===== config.mk =====
export PLATFORM = sky130hd
export DESIGN_NAME = pipeline_stall_controller
export DESIGN_NICKNAME = d
export VERILOG_FILES = /design/src/rtl/pipeline_ctrl_pkg.sv /design/src/rtl/sat_counter.sv /design/src/rtl/pipeline_stall_controller.sv
export SDC_FILE = /design/constraint.sdc
export NUM_CORES = 1
export LEC_CHECK = 0
export CAP_MARGIN = 40
export CELL_PAD_IN_SITES_DETAIL_PLACEMENT = 0
export CELL_PAD_IN_SITES_GLOBAL_PLACEMENT = 1
export CORE_ASPECT_RATIO = 0.7
export CORE_MARGIN = 2
export CORE_UTILIZATION = 36
export CTS_BUF_LIST = sky130_fd_sc_hd__clkbuf_8
export DETAILED_ROUTE_END_ITERATION = 8
export PLACE_DENSITY = 0.84
export SLEW_MARGIN = 20
export SYNTH_ARGS = -nofsm -noshare
export SYNTH_HDL_FRONTEND = slang
export SYNTH_SLANG_ARGS = --single-unit

===== constraint.sdc =====
create_clock -name clk_i -period 1.65 [get_ports clk_i]
set_input_delay 0.2475 -clock clk_i [delete_from_list [all_inputs] [get_ports clk_i]]
set_output_delay 0.2475 -clock clk_i [all_outputs]
set_load 0.02 [all_outputs]

===== src/rtl/pipeline_ctrl_pkg.sv =====
// Shared types and default sizing for the pipeline stall/flush controller.
package pipeline_ctrl_pkg;

  typedef enum logic [1:0] {
    S_IDLE = 2'd0,
    S_WAIT = 2'd1,
    S_DONE = 2'd2
  } state_e;

  localparam int DEF_TIMEOUT_CYC = 255;
  localparam int DEF_CNT_W       = 32;

endpackage


===== src/rtl/sat_counter.sv =====
// Up-counter that sticks at its all-ones value instead of wrapping.
module sat_counter #(
  parameter int W = 32
) (
  input  logic         clk_i,
  input  logic         rst_i,
  input  logic         inc_i,
  output logic [W-1:0] cnt_o
);

  logic [W-1:0] cnt_q;
  logic [W-1:0] cnt_d;

  always_comb begin
    cnt_d = cnt_q;
    if (inc_i && (cnt_q != '1)) begin
      cnt_d = cnt_q + 1'b1;
    end
  end

  always_ff @(posedge clk_i) begin
    if (!rst_i) begin
      cnt_q <= '0;
    end else begin
      cnt_q <= cnt_d;
    end
  end

  assign cnt_o = cnt_q;

endmodule


===== src/rtl/pipeline_stall_controller.sv =====
// Merges load-use, branch flush and data-memory freeze into per-stage
// pipeline register controls, with saturating stall/flush counters.
module pipeline_stall_controller
  import pipeline_ctrl_pkg::*;
#(
  parameter int TIMEOUT_CYC = DEF_TIMEOUT_CYC,
  parameter int CNT_W       = DEF_CNT_W
) (
  input  logic             clk_i,
  input  logic             rst_i,
  input  logic             load_use_i,
  input  logic             branch_i,
  input  logic             mem_access_i,
  input  logic             mem_ack_i,
  output logic             mem_req_o,
  output logic             PCWrite_o,
  output logic             IF_ID_Stall_o,
  output logic             IF_ID_Flush_o,
  output logic             ID_EX_Stall_o,
  output logic             ID_EX_NoOp_o,
  output logic             EX_MEM_Stall_o,
  output logic             MEM_WB_NoOp_o,
  output logic             timeout_o,
  output logic [CNT_W-1:0] stall_cnt_o,
  output logic [CNT_W-1:0] flush_cnt_o
);

  localparam int              WC_W    = $clog2(TIMEOUT_CYC + 1);
  localparam logic [WC_W-1:0] WC_LAST = WC_W'(TIMEOUT_CYC - 1);

  state_e          state_q, state_d;
  logic [WC_W-1:0] wait_cnt_q, wait_cnt_d;
  logic            timeout_q, timeout_d;
  logic            freeze;

  always_comb begin
    state_d    = state_q;
    wait_cnt_d = wait_cnt_q;
    timeout_d  = timeout_q;
    unique case (state_q)
      S_IDLE: begin
        if (mem_access_i) begin
          state_d    = S_WAIT;
          wait_cnt_d = '0;
        end
      end
      S_WAIT: begin
        if (mem_ack_i) begin
          state_d = S_DONE;
        end else if (wait_cnt_q == WC_LAST) begin
          state_d   = S_DONE;
          timeout_d = 1'b1;
        end else begin
          wait_cnt_d = wait_cnt_q + 1'b1;
        end
      end
      // mem_access_i here still describes the instruction just completed.
      S_DONE:  state_d = S_IDLE;
      default: state_d = S_IDLE;
    endcase
  end

  always_ff @(posedge clk_i) begin
    if (!rst_i) begin
      state_q    <= S_IDLE;
      wait_cnt_q <= '0;
      timeout_q  <= 1'b0;
    end else begin
      state_q    <= state_d;
      wait_cnt_q <= wait_cnt_d;
      timeout_q  <= timeout_d;
    end
  end

  assign freeze = ((state_q == S_IDLE) && mem_access_i) || (state_q == S_WAIT);

  always_comb begin
    mem_req_o      = 1'b0;
    PCWrite_o      = 1'b1;
    IF_ID_Stall_o  = 1'b0;
    IF_ID_Flush_o  = 1'b0;
    ID_EX_Stall_o  = 1'b0;
    ID_EX_NoOp_o   = 1'b0;
    EX_MEM_Stall_o = 1'b0;
    MEM_WB_NoOp_o  = 1'b0;
    if (rst_i) begin
      mem_req_o = (state_q == S_WAIT);
      if (freeze) begin
        PCWrite_o      = 1'b0;
        IF_ID_Stall_o  = 1'b1;
        ID_EX_Stall_o  = 1'b1;
        EX_MEM_Stall_o = 1'b1;
        MEM_WB_NoOp_o  = 1'b1;
      end else if (load_use_i) begin
        // Branch operands are not ready yet, so the branch waits too.
        PCWrite_o     = 1'b0;
        IF_ID_Stall_o = 1'b1;
        ID_EX_NoOp_o  = 1'b1;
      end else if (branch_i) begin
        IF_ID_Flush_o = 1'b1;
      end
    end
  end

  assign timeout_o = timeout_q;

  sat_counter #(.W(CNT_W)) u_stall_cnt (
    .clk_i (clk_i),
    .rst_i (rst_i),
    .inc_i (~PCWrite_o),
    .cnt_o (stall_cnt_o)
  );

  sat_counter #(.W(CNT_W)) u_flush_cnt (
    .clk_i (clk_i),
    .rst_i (rst_i),
    .inc_i (IF_ID_Flush_o),
    .cnt_o (flush_cnt_o)
  );

endmodule


# ---- Word level (Yosys, flattened, before mapping)
# Index checks and enable logic that the tools add are counted.
dict set report word_totals {
  reg_bits 75
  in_bits 6
  out_inout_bits 73
  wordCells 50
}
dict set report op_classes {
  addsub 3
  n_eq_ne 8
  mux 23
  bitwise 2
  n_reduce_logical 9
}
# cell count
set ops {}
lappend ops {{32-bit by 1-bit adder with 32-bit output, second input constant} 2}
lappend ops {{32-bit != test, second input constant} 2}
lappend ops {{8-bit two-way mux} 3}
lappend ops {{8-bit one-hot mux with 2 select lines} 1}
lappend ops {{1-bit two-way mux} 15}
lappend ops {{8-bit by 1-bit adder with 8-bit output, second input constant} 1}
lappend ops {{8-bit == test, second input constant} 1}
lappend ops {{2-bit two-way mux} 3}
lappend ops {{2-bit != test, second input constant} 3}
lappend ops {{2-bit one-hot mux with 2 select lines} 1}
lappend ops {{4-bit AND reduction} 1}
lappend ops {{1-bit logical AND} 3}
lappend ops {{3-bit != test, second input constant} 1}
lappend ops {{3-bit AND reduction} 1}
lappend ops {{2-bit by 1-bit == test with 1-bit output, second input constant} 1}
lappend ops {{2-bit zero test} 1}
lappend ops {{1-bit inverter} 2}
lappend ops {{2-bit AND reduction} 1}
lappend ops {{2-bit nonzero test} 1}
lappend ops {{1-bit logical OR} 1}

# ---- Longest topological paths before layout
# Gate-level depths: netlist of the first run.
dict set report logic_depth {
  word_depth 7
  mapped_depth 8
  ltp_nobuf 6
}

# ---- Modules after synthesis
# Synthesis of the first run repeated with hierarchy kept, for this count alone.
dict set report unflattened {
  cells_unflattened 471
  hier_area_um2 4025.1
}
# module n_inst cells_per_inst area_per_inst_um2 seq_area_each_um2
set modules_own_cells {}
lappend modules_own_cells {sat_counter 2 200 1704.1 640.6}
lappend modules_own_cells {pipeline_stall_controller 1 71 616.8 220.2}

# ---- Worst setup path before layout of the first run
# OpenSTA, ideal clock, no wires.
dict set report synth_timing {
  kind {flip-flop to flip-flop}
  startpoint {register u_stall_cnt.cnt_q[16] (netlist: u_stall_cnt.cnt_o[16])}
  endpoint {register u_stall_cnt.cnt_q[31] (netlist: u_stall_cnt.cnt_o[31])}
  setup_ns 0.070
  arrival_ns 1.876
  t_required_ns 1.580
  slack_ns -0.296
  path_stages_with_launch 7
  path_cell_list {dfxtp_1 -> clkbuf_1 -> nand4_1 -> nor4_4 -> nand4b_2 -> or3_1 -> a21oi_1}
}
dict set report synth_between {
  elab_chain_cells 2
  elab_cells_between_ends 3
  cone_classes {add/sub: 1; eq/ne: 1; reduce/logical: 1}
}
# element line_no
set synth_rtl {}
lappend synth_rtl {{start: declaration} sat_counter.sv:11} ;# logic [W-1:0] cnt_q;
lappend synth_rtl {{start signal: assignment} sat_counter.sv:25} ;# cnt_q <= cnt_d;
lappend synth_rtl {{parallel branches: the longest is 2 deep, another holds 32-bit by 1-bit adder with 32-bit output} n/a}
# Several ways; the timed one is not identified.
# A chain may end at the register's enable or synchronous reset.

# ---- Worst setup path after layout of the first run
dict set report layout_timing {
  startpoint {input port branch_i}
  endpoint {register u_flush_cnt.cnt_q[29] (netlist: u_flush_cnt.cnt_o[29])}
}
dict set report layout_between {
  elab_chain_cells 5
}
# element line_no
set layout_rtl {}
lappend layout_rtl {{start: declaration} pipeline_stall_controller.sv:12} ;# input logic branch_i,
lappend layout_rtl {{1-bit two-way mux} pipeline_stall_controller.sv:99} ;# end else if (branch_i) begin
lappend layout_rtl {{1-bit two-way mux} pipeline_stall_controller.sv:94} ;# end else if (load_use_i) begin
lappend layout_rtl {{1-bit two-way mux} pipeline_stall_controller.sv:88} ;# if (freeze) begin
lappend layout_rtl {{1-bit two-way mux} pipeline_stall_controller.sv:86} ;# if (rst_i) begin
lappend layout_rtl {{1-bit logical AND} sat_counter.sv:16} ;# if (inc_i && (cnt_q != '1)) begin
lappend layout_rtl {{end signal: assignment} sat_counter.sv:25}
lappend layout_rtl {{end: declaration} sat_counter.sv:11}
# No other way between the ends.

==> flow_summary.yaml, run 1 <==
finish:
  layout-drive-gt1-share: 0.5092
  diodes: 0
  nNetsFinal: 708
  utilization: 0.6643
  fin_cells: 851
  mostFrequentLayoutCells: "buf_4 (143), dlygate4sd2_1 (61), dfxtp_2 (40), nand2_1 (37), nand4_1 (23)"
  final_common_cell: "buf_4"
  area_growth_pct: 77.01
power:
  p_leak_nw: 2.900
  power_density_nw_per_um2: 511.2
  ir_drop_v: 0.0004094
global_routing:
  grtUsageTotal: 0.2226
  grt_pass1_wl_um: 21310
  antenna_found_initial: 0
  grt_start_max_net_pins: 30
  grt_overflow: 0
  grt_pass1_vias: 4459
cts:
  clock-root-buffer: "clkbuf_8"
  cts_hold_repair.buffers: 0
  clk_pin_slew_worst_paths_ns: 0.08
  clk_latency_ns: 0.35
  cts_buffers: 9
  clock-sinks: 75
  clk_path_buf_depth: 2
  htree_num_levels: 3
  cts_tree: "built"
min_path:
  holdPathStages: 1
  min_from: "timeout_o"
  hold_class: "flop to flop"
  hold_end: "timeout_o"
timing:
  timing.final.crit_share: 1.087
  slew_viol_final: 0
  fin_crit_ns: 1.794
  worst_slew_pin_slew_ns: 0.3852
  setup-violations-final: 29
  fin_setup_tns_ns: -1.636
  finalHoldViolCount: 0
  max_freq_mhz: 557.4
  slew_headroom: 0.7382
  skew_ns: 0.01138
  hold_slack_ns: 0.4871
  rsz0062_at_grt: "true"
  setup_ws_ns: -0.1440
drt:
  drtIter0Drc: 300
  num_vias: 4743
  drt_pass1_iterations: 5
  detail-route-antenna-nets: 0
  wl_per_cell_um: 16.46
  wirelength_um: 14010
  drc_errors: 0
  vias_per_cell: 5.573
placed_design:
  dp_hpwl_um: 9384
  io_buffer_count: 78
  dp.cells: 805
  gp_congestion: 0.8533
yosys:
  seq_area_frac_synth: 0.3806
  yosys_warnings: 0
  synthArstFlopShare: 0
  synth_ff_type: "dfxtp_1"
  netlist_instances: 468
  ys_types: 57
  synth_area_um2: 3945
  syn_avg_cell_area_um2: 8.430
  synth-edff-count: 0
  syn_nets: 478
  ys_ff_latch: 75
critical_path:
  worst_setup_path_start_kind: "primary input"
  critPathKind: "primary input to flop"
  r2r_start: "u_flush_cnt.cnt_o[5]"
  cp_max_fo: 5
  setup.worst_path.start: "branch_i"
  r2r_end: "u_flush_cnt.cnt_o[29]"
  regToRegSetupSlack_ns: -0.13
  cp.arrival_ns: 2.07
  cp_data_required_time_ns: 1.93
  reg2regPathDepth: 5
  crit_path_end_kind: "flop"
die:
  die_area_um2: 11830
  start_util: 0.3753
  chipHeight_um: 91.59
  die_w_um: 129.1
  rows: 31
  core_um2: 10510
  io_pins: 79
outcome:
  violations: "negative setup slack"
  status: "finished, violations left"
flow_run:
  drv_cap: 0
critical path: stages:
cell and delay [ns]:
clkdlybuf4s50_1 0.51, and3b_2 0.25, and4_4 0.26, o211ai_1 0.19, or4_4 0.47, a21oi_2 0.15
sequential cells by signal, summed over array words and instances (netlist names):
register,flops
state_q,2
timeout_o,1
u_flush_cnt.cnt_o,32
u_stall_cnt.cnt_o,32
wait_cnt_q,8
worst max path at each step:
stage	endpoint	cells past startpoint
3_5_place_dp	u_flush_cnt.cnt_o[29]	6
6_report	u_flush_cnt.cnt_o[29]	6
4_1_cts	u_flush_cnt.cnt_o[14]	6
2_1_floorplan	u_stall_cnt.cnt_o[25]	6
5_1_grt	u_flush_cnt.cnt_o[29]	6
3_3_place_gp	ID_EX_NoOp_o	4
power by group:
part / switching, mW / internal [mW] / total [mW]
registers: 0.0161 / 1.80 / 1.82
clock network: 0.699 / 0.683 / 1.38
logic: 0.208 / 0.164 / 0.372
total: 0.923 / 2.65 / 3.57
metal layers:
metal	GRT usage	routed length, um	part of all wire
met4	0.05163	235	0.017
met2	0.3465	6574	0.47
met1	0.3118	6546	0.47
met3	0.05068	648	0.046
met5	0	0	0
through the flow:
stage	total power, mW	setup WS [ns]	instance area, um^2
3_5_place_dp	2.183	-0.5631	6021
5_1_grt	3.716	-0.2139	6983
2_1_floorplan	2.021	-0.1634	4192
3_3_place_gp	2.174	-0.5652	6021
6_report	3.569	-0.1440	6983
4_1_cts	3.561	-0.09908	6407
cell type report:
type                       instances  area (um^2)
sequential                        75         1612
tap                              148        185.2
clock inverter                     7        61.31
clock buffer                       9        123.9
fill                             831         3528
multi-input combinational        360         2934
timing repair buffer             243         2026
inverter                           9        41.29
cell families (layout without fill, tap and decap cells):
| family | Yosys count | count (layout) | synth area share |
|---|---|---|---|
| xor gates and xnor gates | 14 | 14 | 0.03108 |
| buffers and inverters | 33 | 268 | 0.03616 |
| DFF | 75 | 75 | 0.3806 |
| and+or+nand+nor | 210 | 210 | 0.3076 |
| muxes | 12 | 12 | 0.03077 |
| AOI/OAI and AO/OA | 120 | 120 | 0.2011 |
| adders and majority gates | 4 | 4 | 0.01269 |
synthesized netlist by cell type (all sizes together) (3+ instances only):
| library cell | count | share of area |
|---|---|---|
| dfxtp | 75 | 0.38 |
| nand2 | 41 | 0.039 |
| a21oi | 34 | 0.044 |
| nand3 | 31 | 0.041 |
| nand4 | 24 | 0.040 |
| o21ai | 24 | 0.030 |
| nor2 | 23 | 0.022 |
| or3 | 22 | 0.035 |
| and4 | 15 | 0.033 |
| clkbuf | 15 | 0.014 |
| o31ai | 15 | 0.029 |
| xnor2 | 13 | 0.029 |
| and3 | 12 | 0.019 |
| mux2i | 11 | 0.028 |
| o211ai | 11 | 0.021 |
| a211oi | 10 | 0.019 |
| or4 | 10 | 0.019 |
| buf | 9 | 0.013 |
| inv | 9 | 0.0086 |
| nor4 | 8 | 0.018 |
| and2 | 5 | 0.0079 |
| nand2b | 5 | 0.0079 |
| o2111ai | 5 | 0.011 |
| ha | 4 | 0.013 |
| nor3 | 4 | 0.0051 |
| o21a | 3 | 0.0057 |
| o311ai | 3 | 0.0067 |
| o32ai | 3 | 0.0067 |
repair_timing:
action	CTS	global route
setup buffers	17	13
gates cloned	0	3
endpoints found under the hold margin	0	0
gates resized for setup	129	131
pin swaps	26	64
setup endpoints to repair	117	75
Note: power is estimated with default switching activity, not from simulation.
==> run 2: changes to the inputs <==
Settings changed: ABC_CLOCK_PERIOD_IN_PS set to 1650.
==> results of run 2 <==
Final layout, timing and power as in run 1 (identical DEF).
